===== src/rtl/dcache_mshr.sv =====
// Dcache load-miss MSHRs: allocate on miss, issue line LOADs to memory, match tagged returns into a registered fill bus.
// Fill is 1 cycle after data return; misses are dropped while mshr_stall_o is high. Define DCACHE_MSHR_MERGE_EN to merge same-line misses.
module dcache_mshr #(
  parameter int MSHR_NUM  = 4,
  parameter int ADDR_W    = 64,
  parameter int MEM_TAG_W = 4
) (
  input  logic                 clk,
  input  logic                 rst,
  input  logic                 miss_en_i,
  input  logic [ADDR_W-1:0]    miss_addr_i,
  output logic                 mshr_stall_o,
  input  logic                 mem_gnt_i,
  output logic [1:0]           proc2mem_command_o,
  output logic [ADDR_W-1:0]    proc2mem_addr_o,
  input  logic [MEM_TAG_W-1:0] mem2proc_response_i,
  input  logic [MEM_TAG_W-1:0] mem2proc_tag_i,
  input  logic [63:0]          mem2proc_data_i,
  output logic                 fill_vld_o,
  output logic [ADDR_W-1:0]    fill_addr_o,
  output logic [63:0]          fill_data_o
);
  localparam int LINE_W = ADDR_W - 3;
  localparam int IDX_W  = (MSHR_NUM > 1) ? $clog2(MSHR_NUM) : 1;
  localparam logic [1:0] CMD_NONE = 2'd0;
  localparam logic [1:0] CMD_LOAD = 2'd1;

  typedef enum logic [1:0] {
    ST_INVALID    = 2'd0,
    ST_WAIT_ISSUE = 2'd1,
    ST_WAIT_DATA  = 2'd2
  } state_e;

  state_e                st_q   [MSHR_NUM];
  state_e                st_d   [MSHR_NUM];
  logic [LINE_W-1:0]     line_q [MSHR_NUM];
  logic [LINE_W-1:0]     line_d [MSHR_NUM];
  logic [MEM_TAG_W-1:0]  tag_q  [MSHR_NUM];
  logic [MEM_TAG_W-1:0]  tag_d  [MSHR_NUM];
  logic                  fill_vld_q, fill_vld_d;
  logic [ADDR_W-1:0]     fill_addr_q, fill_addr_d;
  logic [63:0]           fill_data_q, fill_data_d;

  logic                  free_found, cand_found, fill_hit, merge_hit;
  logic [IDX_W-1:0]      free_idx, cand_idx, fill_idx;
  logic                  issue, alloc;
  logic                  unused_addr_lsb;

  assign unused_addr_lsb = ^miss_addr_i[2:0];

  // Descending scan so the lowest matching index wins.
  always_comb begin
    free_found = 1'b0;
    free_idx   = '0;
    cand_found = 1'b0;
    cand_idx   = '0;
    fill_hit   = 1'b0;
    fill_idx   = '0;
    merge_hit  = 1'b0;
    for (int i = MSHR_NUM - 1; i >= 0; i--) begin
      if (st_q[i] == ST_INVALID) begin
        free_found = 1'b1;
        free_idx   = IDX_W'(i);
      end
      if (st_q[i] == ST_WAIT_ISSUE) begin
        cand_found = 1'b1;
        cand_idx   = IDX_W'(i);
      end
      if (st_q[i] == ST_WAIT_DATA && mem2proc_tag_i != '0 && tag_q[i] == mem2proc_tag_i) begin
        fill_hit = 1'b1;
        fill_idx = IDX_W'(i);
      end
`ifdef DCACHE_MSHR_MERGE_EN
      if (st_q[i] != ST_INVALID && line_q[i] == miss_addr_i[ADDR_W-1:3]) begin
        merge_hit = 1'b1;
      end
`endif
    end
  end

  assign mshr_stall_o       = ~free_found;
  assign issue              = cand_found & mem_gnt_i;
  assign alloc              = miss_en_i & ~mshr_stall_o & ~merge_hit;
  assign proc2mem_command_o = issue ? CMD_LOAD : CMD_NONE;
  assign proc2mem_addr_o    = issue ? {line_q[cand_idx], 3'b000} : '0;

  // Fill, issue and allocate always touch distinct entries (different source states).
  always_comb begin
    st_d        = st_q;
    line_d      = line_q;
    tag_d       = tag_q;
    fill_vld_d  = fill_hit;
    fill_addr_d = fill_addr_q;
    fill_data_d = fill_data_q;
    if (fill_hit) begin
      st_d[fill_idx] = ST_INVALID;
      fill_addr_d    = {line_q[fill_idx], 3'b000};
      fill_data_d    = mem2proc_data_i;
    end
    if (issue && mem2proc_response_i != '0) begin
      st_d[cand_idx]  = ST_WAIT_DATA;
      tag_d[cand_idx] = mem2proc_response_i;
    end
    if (alloc) begin
      st_d[free_idx]   = ST_WAIT_ISSUE;
      line_d[free_idx] = miss_addr_i[ADDR_W-1:3];
    end
  end

  always_ff @(posedge clk or negedge rst) begin
    if (!rst) begin
      for (int i = 0; i < MSHR_NUM; i++) begin
        st_q[i]   <= ST_INVALID;
        line_q[i] <= '0;
        tag_q[i]  <= '0;
      end
      fill_vld_q  <= 1'b0;
      fill_addr_q <= '0;
      fill_data_q <= '0;
    end else begin
      st_q        <= st_d;
      line_q      <= line_d;
      tag_q       <= tag_d;
      fill_vld_q  <= fill_vld_d;
      fill_addr_q <= fill_addr_d;
      fill_data_q <= fill_data_d;
    end
  end

  assign fill_vld_o  = fill_vld_q;
  assign fill_addr_o = fill_addr_q;
  assign fill_data_o = fill_data_q;
endmodule

===== config.mk =====
export PLATFORM = sky130hd
export DESIGN_NAME = dcache_mshr
export DESIGN_NICKNAME = d
export VERILOG_FILES = /design/src/rtl/dcache_mshr.sv
export SDC_FILE = /design/constraint.sdc
export NUM_CORES = 1
export LEC_CHECK = 0
export CAP_MARGIN = 5
export CORE_MARGIN = 2
export CORE_UTILIZATION = 55
export DETAILED_ROUTE_END_ITERATION = 10
export DONT_BUFFER_PORTS = 1
export HOLD_SLACK_MARGIN = 0.03
export PLACE_DENSITY = 0.75
export SYNTH_ARGS = -nofsm -noshare
export SYNTH_HDL_FRONTEND = slang
export SYNTH_SLANG_ARGS = --single-unit

===== constraint.sdc =====
create_clock -name clk -period 2.8 [get_ports clk]
set_input_delay 0.56 -clock clk [delete_from_list [all_inputs] [get_ports clk]]
set_output_delay 0.56 -clock clk [all_outputs]
set_load 0.1 [all_outputs]

==> impl_metrics.json <==
{
  "max_freq_mhz": 300,
  "root_buffer": "clkbuf_16",
  "placed_area_um2": 20400,
  "path_cells": "nand2b_4 -> o21ai_4 -> nand2_4 -> buf_12 -> buf_16 -> mux2_2 -> a222oi_1 -> nor2_4 -> buf_12",
  "synth.ff_latch_count": 394,
  "synth-seq-area-share": 0.556,
  "ios": 336,
  "clk_pin_slew_ps": 60,
  "crit_fanout": 5,
  "drt_pre_antenna_iters": 8,
  "post_drt_wl_per_cell_um": 26.0,
  "dieArea_um2": 33700,
  "cpPeakStageDelay_ps": 610,
  "cp-end-kind": "output pin",
  "row_count": 65,
  "hold_viol": 394,
  "viasPerCell": 6.55,
  "die_h_um": 184,
  "post-route-util": 0.707,
  "yosysWarnings": 0,
  "ant_nets": 0,
  "grt_max_degree": 395,
  "cpMostUsedCell": "buf_12",
  "status": "finished with violations",
  "overflow": 0,
  "fillers": 2086,
  "tightest_slew_ps": 1010,
  "postSynthAreaPerCell_um2": 12.6,
  "crit_end": "proc2mem_addr_o[30]",
  "report.final.setup_viol": 61,
  "slew_headroom": 0.330,
  "dr_total_vias": 12700,
  "violations": "negative hold slack, negative setup slack",
  "critPathLaunch": "st_q[1]$_DFF_PN0_",
  "cts_buffer_depth": 3,
  "drv_cap": 0,
  "use_met3": 0.0717,
  "holdWs_ps": -279,
  "antennaDiodeCount": 0,
  "reg2reg_depth": 7,
  "cts_tree": "built",
  "cts.sinks": 394,
  "r2r_slack_ps": 200,
  "timing.final.crit_period_ps": 3330,
  "area_delta_synth_final_pct": 26.0,
  "finalCritPeriodShare": 1.19,
  "hpwl_um": 29600,
  "final_cell_area_um2": 22400,
  "start_util": 0.561,
  "die_w_um": 184,
  "use_met1": 0.365,
  "fin_nets": 1645,
  "numCtsBuffers": 42,
  "drc": 0,
  "cp.required_ps": 2240,
  "multi_input_area_um2": 7970,
  "port_buffers": 0,
  "hp-class": "input pin to asynchronous set/reset pin",
  "clk_latency_ps": 530,
  "syn_inst": 1407,
  "drt_wl_total_um": 50400,
  "ys_async_sr_fraction": 1.00,
  "synth-edff-count": 0,
  "cp-start-kind": "flip-flop",
  "drv_slew": 0,
  "worstPathArrival_ps": 2770,
  "yosysUniqueCellTypes": 41,
  "path_class": "flip-flop to output pin",
  "htree_levels": 2,
  "seq_area_um2": 9860,
  "coreArea_um2": 31600,
  "grt.busiest_layer": "met2",
  "grt_pass1_wl_um": 76800,
  "regToRegStartpoint": "st_q[4]$_DFF_PN0_",
  "grt_util_met2": 0.503,
  "first_iter_violations": 1248,
  "layout_setup_ws_ps": -532,
  "rsz0062_at_grt": "yes",
  "yosys_most_used_dff": "dfrtp_1",
  "clock-skew-final_ps": 12.4,
  "r2r-end": "fill_data_o[42]$_DFFE_PN0N_",
  "netlist_area_um2": 17700,
  "grtUsageTotal": 0.295,
  "routabilityCongestion": 0.810,
  "drive_above_1_share": 0.459,
  "grt_pass1_vias": 13200,
  "antenna_found_initial": 0,
  "crit_slowest_cell": "a222oi_1"
}
synthesized netlist by cell type (2+ instances only):
cell / instances / area [um^2]
dfrtp_1: 394 / 9860
mux2_2: 385 / 4340
nand2_1: 136 / 510
nor2_1: 126 / 473
clkbuf_1: 79 / 297
a222oi_1: 61 / 611
a31oi_1: 61 / 382
o221ai_1: 61 / 534
buf_4: 18 / 135
xor2_1: 8 / 70.1
buf_2: 7 / 35.0
buf_1: 6 / 22.5
nand2b_1: 6 / 37.5
o21ai_0: 6 / 30.0
inv_1: 5 / 18.8
a21o_1: 4 / 30.0
and2_1: 4 / 25.0
buf_6: 4 / 45.0
xnor2_1: 4 / 35.0
nor3_1: 3 / 15.0
o21bai_1: 3 / 22.5
and3_1: 2 / 12.5
nand3b_1: 2 / 15.0
nor2b_1: 2 / 12.5
nor4_1: 2 / 12.5
or2_2: 2 / 12.5
or3_1: 2 / 12.5
how the worst min path moves through the flow:
stage,endpoint,slack [ps],cells past startpoint
floorplan,fill_addr_o[10]$_DFFE_PN0N_,260,0
global placement,line_q[97]$_DFFE_PN0P_,280,0
detailed placement,line_q[97]$_DFFE_PN0P_,280,0
CTS,line_q[97]$_DFFE_PN0P_,-280,0
global route,line_q[158]$_DFFE_PN0P_,-290,0
finish,line_q[36]$_DFFE_PN0P_,-280,0
layout by cell type, fill, tap and decap left out, drive strengths merged, types with 7 or more instances in the layout:
cell    count
dfrtp     394
mux2      385
buf       162
nand2     136
nor2      126
clkbuf     62
a222oi     61
o221ai     61
a31oi      61
xor2        8
clkinv      8
conb        7
o21ai       7
sequential cells by signal, indices dropped and copies added (netlist names):
| name | count |
|---|---|
| line_q | 244 |
| fill_vld_o | 1 |
| tag_q | 16 |
| fill_data_o | 64 |
| fill_addr_o | 61 |
| st_q | 8 |
critical path: cells and delay by family (launching register included):
kind / cells / cell delay [ps]
AO/OA/AOI/OAI: 2 / 760
buffers and inverters: 3 / 490
flip-flops: 1 / 390
multiplexers: 1 / 270
AND/OR/NAND/NOR: 3 / 330
area by class of cell:
type / count / share of cell area
Inverter: 5 / 0.000840
Multi-Input combinational cell: 900 / 0.357
Clock inverter: 15 / 0.00940
Clock buffer: 62 / 0.0577
Tap cell: 402 / 0.0225
Timing Repair Buffer: 162 / 0.112
Sequential cell: 394 / 0.441
per-stage QoR:
stage	instances	worst slack, ps	hold slack [ps]	TNS (ps)
floorplan	1413	-184	264	-184
global placement	1840	-73.7	285	-560
detailed placement	1840	-133	277	-1570
CTS	1931	-492	-282	-23030
global route	1940	-632	-287	-30170
finish	1940	-532	-279	-25280
logic make-up (layout without fill, tap and decap cells):
kind of cell | Yosys count | after routing | share of synthesized area
xor+xnor | 12 | 12 | 0.00593
buf+inv | 119 | 244 | 0.0312
flops | 394 | 394 | 0.556
simple gates | 293 | 293 | 0.0669
mux | 385 | 385 | 0.244
other cells | 1 | 7 | 0.000211
compound gates | 203 | 203 | 0.0954
per-layer routing:
metal | vias up | routed length [um]
met2 | 626 | 25000
met4 | 0 | 1610
met5 | - | 0
li1 | 5419 | -
met1 | 6568 | 19100
met3 | 100 | 4670
what timing repair did:
item	in CTS	in global routing
hold endpoints to repair	394	394
gates resized for setup	30	11
pin swaps	62	16
setup endpoints to repair	62	62
cloned	5	0
buffers inserted	9	11
Power is left out: the tool's default activity adds up to more than one toggle a clock period on the data nets, which glitch-free logic cannot reach.
